<file path="src/rtl/axil_reg_responder.sv">
// AXI4-Lite responder with ID/CTRL/SCRATCH/COUNT registers; CTRL drives test pins and LED.
// Optional byte-strobe support: define AXIL_REG_RESPONDER_WSTRB_EN.
module axil_reg_responder #(
   parameter int                AWIDTH   = 8,
   parameter int                DWIDTH   = 16,
   parameter logic [DWIDTH-1:0] ID_VALUE = 16'hF1D5
) (
   input  logic                  i_CLK,
   input  logic                  i_RESET_n,
   input  logic [AWIDTH-1:0]     iv_AWADDR,
   input  logic                  i_AWVALID,
   output logic                  o_AWREADY,
   input  logic [DWIDTH-1:0]     iv_WDATA,
   input  logic [DWIDTH/8-1:0]   iv_WSTRB,
   input  logic                  i_WVALID,
   output logic                  o_WREADY,
   output logic [1:0]            ov_BRESP,
   output logic                  o_BVALID,
   input  logic                  i_BREADY,
   input  logic [AWIDTH-1:0]     iv_ARADDR,
   input  logic                  i_ARVALID,
   output logic                  o_ARREADY,
   output logic [DWIDTH-1:0]     ov_RDATA,
   output logic [1:0]            ov_RRESP,
   output logic                  o_RVALID,
   input  logic                  i_RREADY,
   output logic [7:0]            ov_FPGA_TEST,
   output logic                  o_LED
);
   localparam int         SWIDTH      = DWIDTH / 8;
   localparam logic [1:0] RESP_OKAY   = 2'b00;
   localparam logic [1:0] RESP_SLVERR = 2'b10;
   localparam logic [1:0] IDX_ID      = 2'd0;
   localparam logic [1:0] IDX_CTRL    = 2'd1;
   localparam logic [1:0] IDX_SCRATCH = 2'd2;
   localparam logic [1:0] IDX_COUNT   = 2'd3;

   typedef enum logic {W_IDLE, W_RESP} w_state_t;
   typedef enum logic {R_IDLE, R_DATA} r_state_t;

   w_state_t            w_state_reg, w_state_next;
   r_state_t            r_state_reg, r_state_next;
   logic                aw_held_reg, aw_held_next;
   logic                w_held_reg, w_held_next;
   logic [AWIDTH-1:0]   awaddr_reg, awaddr_next;
   logic [DWIDTH-1:0]   wdata_reg, wdata_next;
   logic [1:0]          bresp_reg, bresp_next;
   logic                awready_reg, awready_next;
   logic                wready_reg, wready_next;
   logic                arready_reg, arready_next;
   logic [DWIDTH-1:0]   rdata_reg, rdata_next;
   logic [1:0]          rresp_reg, rresp_next;
   logic [8:0]          ctrl_reg, ctrl_next;
   logic [DWIDTH-1:0]   scratch_reg, scratch_next;
   logic [DWIDTH-1:0]   count_reg;

   logic                aw_hs, w_hs, ar_hs, do_write;
   logic [AWIDTH-1:0]   wr_addr_eff;
   logic [DWIDTH-1:0]   wr_data_eff;
   logic [DWIDTH-1:0]   wmask;
   logic                wr_mapped, rd_mapped;
   logic [1:0]          wr_idx, rd_idx;

   assign aw_hs       = awready_reg & i_AWVALID;
   assign w_hs        = wready_reg & i_WVALID;
   assign ar_hs       = arready_reg & i_ARVALID;
   // A channel already held wins; otherwise the beat handshaking this cycle is used directly.
   assign wr_addr_eff = aw_held_reg ? awaddr_reg : iv_AWADDR;
   assign wr_data_eff = w_held_reg ? wdata_reg : iv_WDATA;
   assign wr_mapped   = (wr_addr_eff[AWIDTH-1:3] == '0);
   assign wr_idx      = wr_addr_eff[2:1];
   assign rd_mapped   = (iv_ARADDR[AWIDTH-1:3] == '0);
   assign rd_idx      = iv_ARADDR[2:1];

`ifdef AXIL_REG_RESPONDER_WSTRB_EN
   logic [SWIDTH-1:0]   wstrb_reg, wstrb_next;
   logic [SWIDTH-1:0]   wr_strb_eff;
   logic                unused_addr;
   assign wr_strb_eff = w_held_reg ? wstrb_reg : iv_WSTRB;
   assign wstrb_next  = w_hs ? iv_WSTRB : wstrb_reg;
   assign unused_addr = wr_addr_eff[0] ^ iv_ARADDR[0];
   for (genvar gi = 0; gi < SWIDTH; gi++) begin : g_lane
      assign wmask[gi*8 +: 8] = {8{wr_strb_eff[gi]}};
   end
   always_ff @(posedge i_CLK or negedge i_RESET_n) begin
      if (!i_RESET_n) wstrb_reg <= '0;
      else            wstrb_reg <= wstrb_next;
   end
`else
   logic unused_bits;
   assign unused_bits = ^{iv_WSTRB, wr_addr_eff[0], iv_ARADDR[0]};
   assign wmask       = '1;
`endif

   always_comb begin
      w_state_next = w_state_reg;
      aw_held_next = aw_held_reg;
      w_held_next  = w_held_reg;
      awaddr_next  = awaddr_reg;
      wdata_next   = wdata_reg;
      bresp_next   = bresp_reg;
      do_write     = 1'b0;
      case (w_state_reg)
         W_IDLE: begin
            if (aw_hs) begin
               aw_held_next = 1'b1;
               awaddr_next  = iv_AWADDR;
            end
            if (w_hs) begin
               w_held_next = 1'b1;
               wdata_next  = iv_WDATA;
            end
            if (aw_held_next && w_held_next) begin
               aw_held_next = 1'b0;
               w_held_next  = 1'b0;
               w_state_next = W_RESP;
               do_write     = wr_mapped && (wr_idx == IDX_CTRL || wr_idx == IDX_SCRATCH);
               bresp_next   = do_write ? RESP_OKAY : RESP_SLVERR;
            end
         end
         W_RESP: begin
            if (i_BREADY) w_state_next = W_IDLE;
         end
         default: w_state_next = W_IDLE;
      endcase
      awready_next = (w_state_next == W_IDLE) && !aw_held_next;
      wready_next  = (w_state_next == W_IDLE) && !w_held_next;

      ctrl_next    = ctrl_reg;
      scratch_next = scratch_reg;
      if (do_write && wr_idx == IDX_CTRL)
         ctrl_next = (ctrl_reg & ~wmask[8:0]) | (wr_data_eff[8:0] & wmask[8:0]);
      if (do_write && wr_idx == IDX_SCRATCH)
         scratch_next = (scratch_reg & ~wmask) | (wr_data_eff & wmask);
   end

   // Read data is sampled from current register values, so a same-edge write is not visible.
   always_comb begin
      r_state_next = r_state_reg;
      rdata_next   = rdata_reg;
      rresp_next   = rresp_reg;
      case (r_state_reg)
         R_IDLE: begin
            if (ar_hs) begin
               r_state_next = R_DATA;
               rresp_next   = rd_mapped ? RESP_OKAY : RESP_SLVERR;
               rdata_next   = '0;
               if (rd_mapped) begin
                  case (rd_idx)
                     IDX_ID:      rdata_next = ID_VALUE;
                     IDX_CTRL:    rdata_next = {{(DWIDTH-9){1'b0}}, ctrl_reg};
                     IDX_SCRATCH: rdata_next = scratch_reg;
                     default:     rdata_next = count_reg;
                  endcase
               end
            end
         end
         R_DATA: begin
            if (i_RREADY) r_state_next = R_IDLE;
         end
         default: r_state_next = R_IDLE;
      endcase
      arready_next = (r_state_next == R_IDLE);
   end

   always_ff @(posedge i_CLK or negedge i_RESET_n) begin
      if (!i_RESET_n) begin
         w_state_reg <= W_IDLE;
         r_state_reg <= R_IDLE;
         aw_held_reg <= 1'b0;
         w_held_reg  <= 1'b0;
         awaddr_reg  <= '0;
         wdata_reg   <= '0;
         bresp_reg   <= RESP_OKAY;
         awready_reg <= 1'b0;
         wready_reg  <= 1'b0;
         arready_reg <= 1'b0;
         rdata_reg   <= '0;
         rresp_reg   <= RESP_OKAY;
         ctrl_reg    <= '0;
         scratch_reg <= '0;
         count_reg   <= '0;
      end else begin
         w_state_reg <= w_state_next;
         r_state_reg <= r_state_next;
         aw_held_reg <= aw_held_next;
         w_held_reg  <= w_held_next;
         awaddr_reg  <= awaddr_next;
         wdata_reg   <= wdata_next;
         bresp_reg   <= bresp_next;
         awready_reg <= awready_next;
         wready_reg  <= wready_next;
         arready_reg <= arready_next;
         rdata_reg   <= rdata_next;
         rresp_reg   <= rresp_next;
         ctrl_reg    <= ctrl_next;
         scratch_reg <= scratch_next;
         count_reg   <= count_reg + 1'b1;
      end
   end

   assign o_AWREADY    = awready_reg;
   assign o_WREADY     = wready_reg;
   assign o_ARREADY    = arready_reg;
   assign o_BVALID     = (w_state_reg == W_RESP);
   assign ov_BRESP     = bresp_reg;
   assign o_RVALID     = (r_state_reg == R_DATA);
   assign ov_RDATA     = rdata_reg;
   assign ov_RRESP     = rresp_reg;
   assign ov_FPGA_TEST = ctrl_reg[7:0];
   assign o_LED        = ctrl_reg[8];
endmodule

</file>
<file path="config.mk">
export PLATFORM = sky130hd
export DESIGN_NAME = axil_reg_responder
export DESIGN_NICKNAME = d
export VERILOG_FILES = /design/src/rtl/axil_reg_responder.sv
export SDC_FILE = /design/constraint.sdc
export NUM_CORES = 1
export LEC_CHECK = 0
export BUFFER_PORTS_ARGS = -buffer_cell sky130_fd_sc_hd__buf_2
export CORE_MARGIN = 5
export CORE_UTILIZATION = 40
export DETAILED_ROUTE_END_ITERATION = 10
export GPL_TIMING_DRIVEN = 0
export HOLD_SLACK_MARGIN = 0.05
export PLACE_DENSITY = 0.62
export RECOVER_POWER = 25
export SYNTH_ARGS = -nofsm -noshare
export SYNTH_HDL_FRONTEND = slang
export SYNTH_SLANG_ARGS = --single-unit
</file>
<file path="constraint.sdc">
create_clock -name i_CLK -period 4.8 [get_ports i_CLK]
set_input_delay 0.24 -clock i_CLK [delete_from_list [all_inputs] [get_ports i_CLK]]
set_output_delay 0.24 -clock i_CLK [all_outputs]
set_load 0.02 [all_outputs]
</file>
After elaboration in Yosys (flattened, before gate mapping). Index checks and enable logic that the tools add are counted.

Input bits: 41. Flip-flop bits (word level): 92. Logic and storage cells: 65.

Reduce and logical (&&, ||, !) cells: 16. $add $sub $neg: 1. Eq/ne operators: 4. Muxes and demuxes: 22. Bitwise operators: 7.

Operators with widths (number): $pmux W16 S3 (1); $mux W16 (2); $add A16 B1 Y16 const B (1); $mux W1 (14); $logic_not A5 Y1 (2); $mux W8 (1); $reduce_and A2 Y1 (4); $logic_and A1 B1 Y1 (6); $eq A2 B1 Y1 const B (2); $eq A2 B2 Y1 const B (2); $mux W2 (2); $not A1 Y1 (4); $pmux W1 S2 (2); $and A1 B1 Y1 (3); $logic_not A1 Y1 (2); $logic_not A2 Y1 (1); $logic_or A1 B1 Y1 (1).

Logic depth before layout (Yosys ltp).
Word-level depth: 8. Depth in mapped cells: 8. Gate-level depth less buffers: 7.

Worst setup path after synthesis. OpenSTA, ideal clock, no wires.

Path kind: register to register. Start: register aw_held_reg. End: register scratch_reg[10]. Data required time: 4.675 ns. Setup slack: 1.985 ns. Data arrival time: 2.691 ns. Clock period less this slack: 2.815 ns. Stages on the path, launching flop included: 9. Buffers on the path: 1. Setup time: 0.125 ns. Path through: dfrtp_1 mux2i_1 inv_1 ha_1 or4_1 or4_4 a211oi_4 buf_6 mux2_2.

Longest elaborated chain between the ends: 7. Elaborated cells on any way between the ends: 12.

Ends and longest elaborated chain: from (decl) (RTL line 43) `logic aw_held_reg, aw_held_next;`; from (signal assigned) (RTL line 186) `aw_held_reg <= aw_held_next;`; $mux W8 (RTL line 68) `assign wr_addr_eff = aw_held_reg ? awaddr_reg : iv_AWADDR;`; $eq A2 B1 Y1 or $eq A2 B2 Y1 (tied branches) (RTL line 117, 133); $logic_or A1 B1 Y1 (RTL line 117) `do_write = wr_mapped && (wr_idx == IDX_CTRL || wr_idx == IDX_SCRATCH);`; $logic_and A1 B1 Y1 (RTL line 117); $mux W1 (RTL line 113) `if (aw_held_next && w_held_next) begin`; $mux W1 (RTL line 103) `case (w_state_reg)`; $logic_and A1 B1 Y1 * (RTL line 133) `if (do_write && wr_idx == IDX_SCRATCH)`; to (signal assigned) (RTL line 197) `scratch_reg <= scratch_next;`; to (decl) (RTL line 54) `logic [DWIDTH-1:0] scratch_reg, scratch_next;`.

Mark *: on every way between the ends. The rest lies on a longest branch, timed or not. The select of a mux whose other input is x is not followed. A chain may end at the register's enable or synchronous reset.

Worst setup path in the final report.
Start: register aw_held_reg. End: register scratch_reg[5].

Same word-level chain as after synthesis.

==> metrics.csv <==
stage,metric,value,unit
worst_setup_path,Worst R2R Path Depth,8,
synth,"area leader, netlist",dfrtp_1,
timing,final setup violation count,0,
cts,CTS Buf Count,9,
synth,Avg Inst Size Synth,12.33,µm²
route,DRC violations left,0,
placement,Post-DP HPWL,6.313,mm
min_path,Worst Hold Class,primary input to flip-flop,
timing,post-layout min period,3.165,ns
layout,number of fill cells,956,
global_route,pin count of the biggest net entering global routing,72,
worst_setup_path,worst r2r src,aw_held_reg,
worst_setup_path,R2R setup slack,1.63,ns
route,ANT nets after route,0,
cts,Resize count post-CTS,0,
pwr,leakage power,2.229,nW
synth,distinct cell type count after synthesis,31,
worst_setup_path,Worst Path Max Fanout,10,
timing,Post-Route Setup TNS,0,ns
layout,layout cells sized above 1,38.97,%
layout,nets,447,
pwr,Power Density,435.0,mW/mm²
timing,relative slew slack,-14.72,%
timing,Fin. Hold Viols,0,
worst_setup_path,Max stage delay on crit path,0.50,ns
worst_setup_path,Crit path max-delay family,simple AND/OR/NAND/NOR gates,
route,Routed WL,8.348,mm
synth,Mapped Cells,322,
worst_setup_path,critical path type,flip-flop to flip-flop,
floorplanning,starting density of the core,40.81,%
cts,# H-tree levels,3,
worst_setup_path,worst-path cell chain,mux2i_1 -> inv_1 -> ha_1 -> or4_1 -> or4_4 -> a211oi_4 -> buf_6 -> mux2_2,
floorplanning,width of the die,109.6,µm
cts,clk buf depth,2,
min_path,Min-Delay Startpoint,i_RREADY,
floorplanning,# IOs,75,
cts,Post-CTS Repair Setup Buffers,0,
cts,clock latency on the worst-skew pair,0.35,ns
route,post-DR wirelength/cell,15.43,µm
floorplanning,Die Ht,109.6,µm
cts,CTS tree,done,
synth,post-synth top area share,56.10,%
floorplanning,DIE AREA,0.01202,mm²
layout,Layout area overhead,17.40,%
cts,CTS root buffer,clkbuf_8,
timing,worst-margin pin slew,1.721,ns
global_route,antenna violations before repair,0,
synth,synthesized flop and latch total,89,
cts,register clock-pin slew on the reported worst setup and hold paths,0.09,ns
timing,Fmax,315.9,MHz
min_path,worst-case hold path end point,o_RVALID,
pwr,worst vdd ir,256.5,µV
synth,top area cells in the synthesized netlist,"dfrtp_1 (56%), mux2_2 (20%), nand2_1 (3.0%)",
synth,Post-Syn Area,0.003970,mm²
floorplanning,Rows,36,
timing,final hold slack,0.1185,ns
worst_setup_path,Critical Path RT,5.03,ns
timing,fin crit share,65.95,%
synth,synth warn,0,
outcome,failing checks,"capacitance limit, slew limit",
route,initial drt markers,76,
synth,post-synthesis sequential area ratio,56.10,%
placement,Placer Congestion,0.8044,
cts,Sink Count,89,
global_route,vias in the first global route,2880,
placement,port buffer count,67,
outcome,outcome,finished with violations,
min_path,Hold Crit Depth,2,
worst_setup_path,crit path DAT,3.40,ns
global_route,global-route wire length before repair,14.03,mm
timing,skew final,0.009685,ns
timing,Max Slew Vio Count,72,
worst_setup_path,count of buffer and inverter cells on the critical path,2,
route,DR vias,2673,
floorplanning,Core ar.,0.009729,mm²
timing,unrepaired setup endpoints after global routing,no,
worst_setup_path,crit end category,flip-flop,
route,Vias per Instance,4.941,
worst_setup_path,crit path launch,aw_held_reg,
route,DRT Pass-1 Iters,4,
worst_setup_path,CP max stage cell,a211oi_4,
worst_setup_path,Critical Path Source Type,flip-flop,
global_route,gr ovfl total,0,
worst_setup_path,R2R Path End,scratch_reg[5],
global_route,GRT Util Overall,15.10,%
layout,Diodes inserted,0,
job,max-cap violations,1,
[cell usage after synthesis]
master    count
o21ai_0      13
nand2b_1      1
nand2_1      32
a21oi_1       7
and3_1        3
o22ai_1       6
inv_1        11
or4_4         1
buf_1         1
xor2_1        5
nor4_1        1
nor3_1        3
or3_1         2
a211oi_4      2
nand3_1      12
mux2_2       70
ha_1          3
nand4_1       3
nor2b_1       1
mux2i_1       8
conb_1        1
buf_6         1
dfrtp_1      89
buf_4         2
o31ai_1      10
clkbuf_1     10
and4_1        2
or4_1         1
o21a_1        1
nor2_1       11
xnor2_1       9
[what timing repair did]
item                                    CTS  global route
hold buffers                              1             0
endpoints found under the hold margin    18             0
endpoints found under the setup margin    0             0
[worst max path at each step]
| stage | slack (ns) | cells after the start | to |
|---|---|---|---|
| 4_1_cts | 1.59 | 8 | scratch_reg[13] |
| 6_report | 1.63 | 8 | scratch_reg[5] |
| 2_1_floorplan | 1.98 | 8 | scratch_reg[10] |
| 3_5_place_dp | 1.60 | 8 | scratch_reg[13] |
| 5_1_grt | 1.37 | 3 | ov_RDATA[2] |
| 3_3_place_gp | 1.65 | 8 | scratch_reg[9] |
[layout make-up]
cell class	instances	area [µm²]	area share, %
buffer	14	67.56	1.450
multi-input combinational	209	1638	35.14
inverter	11	41.29	0.8859
sequential	89	2227	47.79
clock buffer	9	123.9	2.658
clock inverter	7	47.55	1.020
timing repair buffer	69	349.1	7.490
tap	133	166.4	3.570
[worst register-to-register path, delay by kind of cell (launching register included)]
kind                     cells  cell delay (ns)
AO/OA/AOI/OAI                1             0.50
adder cells (fa/ha/maj)      1             0.29
buffers and inverters        2             0.30
flip-flops                   1             0.45
multiplexers                 2             0.62
AND/OR/NAND/NOR              2             0.89
[stage by stage]
step | utilization [%] | cells | instance area [µm²] | total power, mW | worst slack, ns
finish | 47.90 | 541 | 4661 | 2.027 | 1.635
global route | 47.90 | 541 | 4661 | 2.167 | 1.373
CTS | 48.17 | 541 | 4687 | 2.060 | 1.592
detailed placement | 46.31 | 524 | 4506 | 1.607 | 1.602
global placement | 46.00 | 523 | 4476 | 1.578 | 1.654
floorplan | - | 323 | 3974 | 1.414 | 1.985
[power by group]
part,internal [mW],switching (mW)
registers,0.917,0.0881
logic,0.271,0.301
clock network,0.186,0.265
[per-layer routing]
layer	GRT usage, %	wire length [µm]	part of all wire [%]	vias to the layer above
li1	-	-	-	1294
met1	19.40	3747	45	1314
met2	25.20	4023	48	60
met3	4.991	512	6.1	5
met4	2.671	65	0.78	0
met5	0	0	0	-
[cell usage in the layout, fill, tap and decap left out, drive strengths merged, types with 9 or more instances in the layout]
cell type  synthesis  routed
nor2              11      11
mux2              70      70
clkbuf            10      21
nand3             12      12
nand2             32      32
o31ai             10      10
buf                4      70
inv               11      11
o21ai             13      13
dfrtp             89      89
xnor2              9       9
[kinds of logic after synthesis]
group | after synthesis | share of synthesized area, %
flip-flops | 89 | 56.10
AND/OR/NAND/NOR | 73 | 8.604
adder cells (fa/ha/maj) | 3 | 0.9456
XOR/XNOR | 14 | 3.089
AO/OA/AOI/OAI | 39 | 6.555
other | 1 | 0.09446
buffers and inverters | 25 | 2.742
multiplexers | 78 | 21.87
No activity file was read; power rests on OpenSTA's default activity.
